`config.mk`:
```
export PLATFORM = sky130hd
export DESIGN_NAME = program_loader
export DESIGN_NICKNAME = d
export VERILOG_FILES = /design/src/rtl/program_loader.sv
export SDC_FILE = /design/constraint.sdc
export NUM_CORES = 1
export LEC_CHECK = 0
export BUFFER_PORTS_ARGS = -buffer_cell sky130_fd_sc_hd__buf_2
export CAP_MARGIN = 20
export CORE_MARGIN = 2
export CORE_UTILIZATION = 40
export CTS_BUF_LIST = sky130_fd_sc_hd__clkbuf_8
export DETAILED_ROUTE_END_ITERATION = 16
export GPL_ROUTABILITY_DRIVEN = 0
export GPL_TIMING_DRIVEN = 0
export HOLD_SLACK_MARGIN = 0.08
export MAX_ROUTING_LAYER = met4
export SETUP_SLACK_MARGIN = 0.3
export SYNTH_ARGS = -nofsm -noshare
export SYNTH_HDL_FRONTEND = slang
export SYNTH_SLANG_ARGS = --single-unit
```
`constraint.sdc`:
```
create_clock -name clock -period 6.3 [get_ports clock]
set_input_delay 0.63 -clock clock [delete_from_list [all_inputs] [get_ports clock]]
set_output_delay 0.63 -clock clock [all_outputs]
set_load 0.01 [all_outputs]
```
`src/rtl/program_loader.sv`:
```
// program_loader: receives a framed, XOR-checksummed program over a byte handshake
// and writes it word by word into the instruction RAM, holding the CPU until it is complete.
module program_loader #(
  parameter int ADDR_WIDTH = 10,
  parameter int MAX_WORDS  = 135,
  parameter int BASE_ADDR  = 0
) (
  input  logic                  clock,
  input  logic                  reset,
  input  logic                  start,
  input  logic [7:0]            byteIn,
  input  logic                  byteValid,
  output logic                  byteReady,
  output logic                  wrEnable,
  output logic [ADDR_WIDTH-1:0] wrAddress,
  output logic [31:0]           wrData,
  output logic [ADDR_WIDTH:0]   wordCount,
  output logic                  busy,
  output logic                  done,
  output logic                  error,
  output logic                  cpuHold
);
  typedef enum logic [2:0] {IDLE, LEN_HI, LEN_LO, DATA, CHECK, DONE, ERROR} state_t;
  localparam logic [ADDR_WIDTH-1:0] BASE = ADDR_WIDTH'(BASE_ADDR);
  localparam logic [15:0] MAXW = 16'(MAX_WORDS);
  state_t                state_q, state_d;
  logic [15:0]           len_q, len_d;
  logic [1:0]            idx_q, idx_d;
  logic [23:0]           word_q, word_d;
  logic [7:0]            csum_q, csum_d;
  logic                  wr_en_q, wr_en_d;
  logic [ADDR_WIDTH-1:0] wr_addr_q, wr_addr_d;
  logic [31:0]           wr_data_q, wr_data_d;
  logic [ADDR_WIDTH:0]   count_q, count_d;
  logic                  xfer;
  logic [15:0]           n;
  logic [31:0]           word;
  logic                  last;
  assign byteReady = state_q inside {LEN_HI, LEN_LO, DATA, CHECK};
  assign busy      = byteReady;
  assign done      = state_q == DONE;
  assign error     = state_q == ERROR;
  assign cpuHold   = state_q != DONE;
  assign wrEnable  = wr_en_q;
  assign wrAddress = wr_addr_q;
  assign wrData    = wr_data_q;
  assign wordCount = count_q;
  assign xfer = byteValid && byteReady;
  assign n    = {len_q[15:8], byteIn};
  assign word = {word_q, byteIn};
  assign last = 16'(count_q) + 16'd1 == len_q;
  always_comb begin
    state_d   = state_q;
    len_d     = len_q;
    idx_d     = idx_q;
    word_d    = word_q;
    csum_d    = csum_q;
    wr_en_d   = 1'b0;
    wr_addr_d = wr_addr_q;
    wr_data_d = wr_data_q;
    count_d   = count_q;
    case (state_q)
      IDLE, DONE, ERROR: if (start) begin
        state_d = LEN_HI;
        count_d = '0;
        csum_d  = '0;
        idx_d   = '0;
      end
      LEN_HI: if (xfer) begin
        len_d[15:8] = byteIn;
        state_d     = LEN_LO;
      end
      LEN_LO: if (xfer) begin
        len_d   = n;
        state_d = (n != 16'd0 && n <= MAXW) ? DATA : ERROR;
      end
      DATA: if (xfer) begin
        csum_d = csum_q ^ byteIn;
        idx_d  = idx_q + 2'd1;
        word_d = word[23:0];
        if (idx_q == 2'd3) begin
          wr_en_d   = 1'b1;
          wr_addr_d = BASE + count_q[ADDR_WIDTH-1:0];
          wr_data_d = word;
          count_d   = count_q + (ADDR_WIDTH+1)'(1);
          state_d   = last ? CHECK : DATA;
        end
      end
      CHECK: if (xfer) state_d = byteIn == csum_q ? DONE : ERROR;
      default: state_d = IDLE;
    endcase
  end
  always_ff @(posedge clock) begin
    if (reset) begin
      state_q   <= IDLE;
      len_q     <= '0;
      idx_q     <= '0;
      word_q    <= '0;
      csum_q    <= '0;
      wr_en_q   <= 1'b0;
      wr_addr_q <= '0;
      wr_data_q <= '0;
      count_q   <= '0;
    end else begin
      state_q   <= state_d;
      len_q     <= len_d;
      idx_q     <= idx_d;
      word_q    <= word_d;
      csum_q    <= csum_d;
      wr_en_q   <= wr_en_d;
      wr_addr_q <= wr_addr_d;
      wr_data_q <= wr_data_d;
      count_q   <= count_d;
    end
  end
endmodule
```
==> results.cfg, run 1 <==
[outcome]
status = complete, no violations

[setup_path]
cp_cell_sequence = buf_2 -> buf_1 -> nor2_1 -> xnor2_1 -> buf_4 -> buf_2
crit_fanout = 10
cpPeakStageDelay_ns = 0.41
crit_path_start_kind = flip-flop
critPathSlowestCell = buf_1
crit_arrival_ns = 1.88
cp.required_ns = 5.67
cp-end-kind = output pin
critPathBufInv = 4
cpLargestDelayFamily = buffers and inverters
crit_type = flip-flop to output pin
crit_path_frequent_cell = buf_2

[sta]
setup_viol = 0
final-hold-violation-count = 0
worst_clock_skew_ns = 0.00729
period_share_pct = 39.8
rsz0062_at_grt = false
final.setup.tns_ns = 0
min_period_ns = 2.51
slew_viol_final = 0
whs_ns = 0.455
tightest_slew_ns = 0.809
setup_ws_ns = 3.79
relSlewSlack_pct = 45.4
max_freq_ghz = 0.399

[synth]
syn_area_um2 = 4630
synth_seq_cells = 107
yosysWarningCount = 0
syn-instance-count = 605
synth_cell_types = 52
ys_seq_area_share_pct = 46.3
synth_edf_count = 0
syn_nets = 619
async_flop_share_pct = 0
ys.flop_type = dfxtp_1
syn_area_per_cell_um2 = 7.65

[min_path]
hp-class = flip-flop to flip-flop

[layout]
layout_commonest_cell = nand2_1
fin_area_um2 = 5270
final_cell_mix = 174 x nand2_1, 109 x a21oi_1, 107 x dfxtp_1
diodes = 0
drive_above_1_share_pct = 14.7
final_nets = 690
synthToLayoutAreaGrowth_pct = 13.9

[place]
dpl_cell_area_um2 = 5110
io_buffers = 60
preCtsSetupSlack_ns = 3.82
hpwl_um = 8700

[die]
num_rows = 39
dieArea_um2 = 12500
start_util_pct = 40.7
die_w_um = 112
coreArea_um2 = 11400
ios = 71
fp.dieH_um = 112

[route]
ant_nets = 0
wirelength_um = 12100
routedWlPerCell_um = 14.7
viasPerCell = 5.22
drc_errors = 0
initialDrtViolationCount = 293
vias = 4293
drtPass1Iterations = 5

[global_route]
gr-total-overflow = 0
gr-usage-all-layers_pct = 20.0
grt_pass1_wl_um = 19600
antenna_found_initial = 0
first_global_vias = 4008
grt_max_degree = 18

[clocking]
htreeDepth = 3
cts_buffers = 9
ctsResizeCount = 0
clockRootBuffer = clkbuf_8
worstSkewPairLatency_ns = 0.38
cts_setup_buffers = 0
clk_path_buf_depth = 2
hold_buffers = 0
cts_tree = done
clock_sinks = 107
clkSlewWorstSetupHoldPaths_ns = 0.10

[job]
maxCapViolations = 0

[power]
vdd_drop_max_uv = 122
leakagePower_nw = 2.01
p_total_mw = 1.47
p_per_area_nw_per_um2 = 280
==> worst paths after layout <==
kind	depth (start not counted)	from	end	slack [ns]
hold / removal	2	wrAddress[2]$_SDFFE_PP0P_	wrAddress[2]$_SDFFE_PP0P_	0.45
setup reg to reg	7	wordCount[0]$_SDFFE_PP0P_	state_q[1]$_SDFFE_PP0P_	3.80
setup / recovery	6	state_q[0]$_SDFFE_PP0P_	byteReady	3.79
hold reg to reg	2	wrAddress[2]$_SDFFE_PP0P_	wrAddress[2]$_SDFFE_PP0P_	0.45
==> power breakdown <==
part	internal, mW	switching [mW]
sequential	0.702	0.0236
combinational	0.134	0.231
clock	0.143	0.240
==> worst min-delay path: stages (launching register included) <==
cell and delay [ns]:
dfxtp_1 0.32, nand2_1 0.05, a21oi_1 0.05
==> logic make-up after synthesis <==
group,Yosys count,synth area share (%)
AOI/OAI and AO/OA,152,18.9
DFF,107,46.3
and+or+nand+nor,265,24.6
xor gates and xnor gates,20,3.78
muxes,4,0.919
buffers and inverters,55,4.92
adders and majority gates,2,0.540
==> layer usage <==
metal | vias up | wire (µm) | global-route usage, %
li1 | 2179 | - | -
met1 | 2005 | 5920 | 26.6
met2 | 97 | 5500 | 31.3
met3 | 12 | 505 | 3.43
met4 | 0 | 144 | 6.50
met5 | - | 0 | -
==> sequential cells by signal (all words and copies together), names as in the netlist <==
name	cells
csum_q	8
idx_q	2
len_q	16
state_q	3
wordCount	11
word_q	24
wrAddress	10
wrData	32
wrEnable	1
==> stage by stage <==
stage                     util, %  cells
after CTS                    46.4    823
after global routing         46.4    823
after global placement       44.9    808
after floorplan                 -    605
final                        46.4    823
after detailed placement     44.9    808
==> layout make-up <==
class | instances | area [µm²]
plain buffers | 51 | 213
clock buffers | 9 | 124
clock inverters | 6 | 40.0
fillers | 1198 | 6100
inverters | 4 | 15.0
multi-input cells | 443 | 2260
flip-flops and latches | 107 | 2140
well taps | 143 | 179
repair buffers | 60 | 300
==> cells in the mapped netlist (6+ instances only) <==
cell / count / area (µm²)
or3_1: 6 / 37.5
buf_2: 12 / 60.1
nor2_1: 36 / 135
dfxtp_1: 107 / 2140
o21ai_0: 16 / 80.1
nor3_1: 8 / 40.0
a21oi_1: 109 / 546
xor2_1: 12 / 105
nand2_1: 174 / 653
clkbuf_1: 35 / 131
xnor2_1: 8 / 70.1
Note: power is estimated with default switching activity, not from simulation.
==> run 2, diff against run 1 <==
- ABC_AREA: unset -> 1
- clock period: 6.3 -> 2.6 ns (I/O delays scaled with it)
==> results.cfg, run 2 <==
[place]
io_buffers = 69
hpwl_um = 9420

[clocking]
clock_sinks = 107
worstSkewPairLatency_ns = 0.38
htreeDepth = 3
clockRootBuffer = clkbuf_8
clk_path_buf_depth = 2
cts_buffers = 9
clkSlewWorstSetupHoldPaths_ns = 0.11
cts_tree = done
cts_setup_buffers = 0

[power]
p_per_area_nw_per_um2 = 824
leakagePower_nw = 2.39
vdd_drop_max_uv = 639
p_total_mw = 4.38

[synth]
ys_seq_area_share_pct = 46.8
synth_commonest_cells = 110 x nand2_1, 107 x dfxtp_1, 62 x nor2_1
synth.most_common_cell = nand2_1
syn_area_um2 = 4580
synth-simple-area-share_pct = 23.6
muxShareOfSynthArea_pct = 0
yosysTopAreaCell = dfxtp_1
synth_seq_cells = 107
synthAdderAreaFrac_pct = 0.547
syn-instance-count = 597
yosysTopAreaCellShare_pct = 46.8
synth_compound_area_share_pct = 19.2
synth_cell_types = 35
ys.flop_type = dfxtp_1
synth_edf_count = 0
async_flop_share_pct = 0
yosysWarningCount = 0
synth_top_family_by_area = simple AND/OR/NAND/NOR gates
syn_area_per_cell_um2 = 7.67
syn_nets = 611
synth_area_leaders = dfxtp_1 47%, nand2_1 9.0%, o21ai_0 6.2%
synth-xor-area-share_pct = 1.91

[sta]
rsz0062_at_grt = false
final-hold-violation-count = 0
relSlewSlack_pct = 52.3
period_share_pct = 78.0
tightest_slew_ns = 0.716
max_freq_ghz = 0.493
setup_viol = 0
min_period_ns = 2.03
final.setup.tns_ns = 0
worst_clock_skew_ns = 0.0140
slew_viol_final = 0
whs_ns = 0.207

[global_route]
grt_pass1_wl_um = 20400
gr-total-overflow = 0
antenna_found_initial = 0
grt_max_degree = 20
gr-usage-all-layers_pct = 21.3
first_global_vias = 4036

[layout]
layout_commonest_cell = nand2_1
drive_above_1_share_pct = 20.1
largest_register_ffs = 32
nFillCells = 1138
final_nets = 691
final_cell_mix = 110 x nand2_1, 105 x dfxtp_1, 78 x buf_2
utilization_pct = 47.2
diodes = 0
synthToLayoutAreaGrowth_pct = 16.2

[die]
coreArea_um2 = 11300
fp.dieH_um = 111
die_w_um = 111
num_rows = 39
ios = 71
dieArea_um2 = 12300
start_util_pct = 40.6

[setup_path]
reg2reg_slack_ns = 0.57
crit_arrival_ns = 2.28
cp-end-kind = flip-flop
startpoint = wordCount[1]$_SDFFE_PP0P_
r2r-end = state_q[1]$_SDFFE_PP0P_
crit_fanout = 5
crit_type = flip-flop to flip-flop
worst_r2r_path_depth = 14
crit_path_start_kind = flip-flop
critPathCapture = state_q[1]$_SDFFE_PP0P_
cp.required_ns = 2.85
r2r_start = wordCount[1]$_SDFFE_PP0P_

[job]
maxCapViolations = 0

[route]
drc_errors = 0
viasPerCell = 5.09
initialDrtViolationCount = 312
drtPass1Iterations = 5
wirelength_um = 12700
ant_nets = 0
vias = 4201
routedWlPerCell_um = 15.4

[min_path]
hp-class = input port to flip-flop

[outcome]
status = complete, no violations
## run 2: cell types whose count changed after synthesis, sizes merged, moves of 11 or more
| cell | before | now |
|---|---|---|
| a21oi | 109 | 55 |
| inv | 4 | 57 |
| nor2 | 38 | 69 |
| nand2 | 174 | 119 |
| o21ai | 16 | 68 |
| nand3 | 6 | 33 |
| a211oi | 0 | 11 |
| clkbuf | 37 | 17 |
## run 2: what timing repair did
action,CTS,global route
hold buffers,0,0
setup endpoints to repair,0,2
resized for setup,0,2
## run 2: kinds of logic after synthesis
family / after synthesis
XOR/XNOR: 10
AO/OA/AOI/OAI: 153
AND/OR/NAND/NOR: 238
buffers and inverters: 87
flip-flops: 107
adder cells (fa/ha/maj): 2
## run 2: routing by layer
metal	routed length, µm	up-vias	track usage, %
li1	-	2123	-
met1	5920	1955	27.6
met2	6030	110	34.9
met3	646	13	3.88
met4	140	0	4.75
met5	0	-	-
## run 2: cell type report
class	count	area, µm²	share of cell area (%)
Sequential cell	107	2140	40.3
Multi-Input combinational cell	403	2080	39.0
Timing Repair Buffer	69	345	6.49
Inverter	57	216	4.07
Tap cell	143	179	3.36
Buffer	30	144	2.70
Clock buffer	10	138	2.59
Clock inverter	6	78.8	1.48
## run 2: worst min path at each step
stage	startpoint	endpoint	slack, ns	cells after the start
finish	byteIn[3]	csum_q[3]$_SDFFE_PP0P_	0.21	4
global route	byteIn[6]	len_q[6]$_SDFFE_PP0P_	0.24	3
CTS	byteIn[3]	csum_q[3]$_SDFFE_PP0P_	0.20	4
detailed placement	word_q[14]$_SDFFE_PP0P_	word_q[14]$_SDFFE_PP0P_	0.45	2
global placement	idx_q[0]$_SDFFE_PP0P_	idx_q[0]$_SDFFE_PP0P_	0.45	1
floorplan	byteIn[7]	len_q[15]$_SDFFE_PP0P_	0.40	2
## run 2: power by group
group,total [mW],switching [mW],internal (mW)
sequential,1.92,0.140,1.78
clock,1.11,0.619,0.492
combinational,1.36,0.872,0.484
## run 2: critical path, cell delays in order (launching register included)
cell and delay, ns:
dfxtp_2 0.41, ha_1 0.21, nand2_1 0.13, nor2_2 0.21, nand2_1 0.08, nand2_1 0.10, nand2_1 0.06, nand2_1 0.06
nand4_1 0.07, nor2_1 0.17, nand3_1 0.10, nand2_1 0.09, nand2_1 0.06, nand2_1 0.07, a21oi_1 0.06
## run 2: through the flow
stage | instance area (µm²) | setup slack (ns) | cells
6_report | 5320 | 0.571 | 825
2_1_floorplan | 4580 | 0.787 | 597
5_1_grt | 5320 | 0.324 | 825
4_1_cts | 5320 | 0.459 | 825
3_3_place_gp | 5100 | 0.505 | 809
3_5_place_dp | 5100 | 0.482 | 809
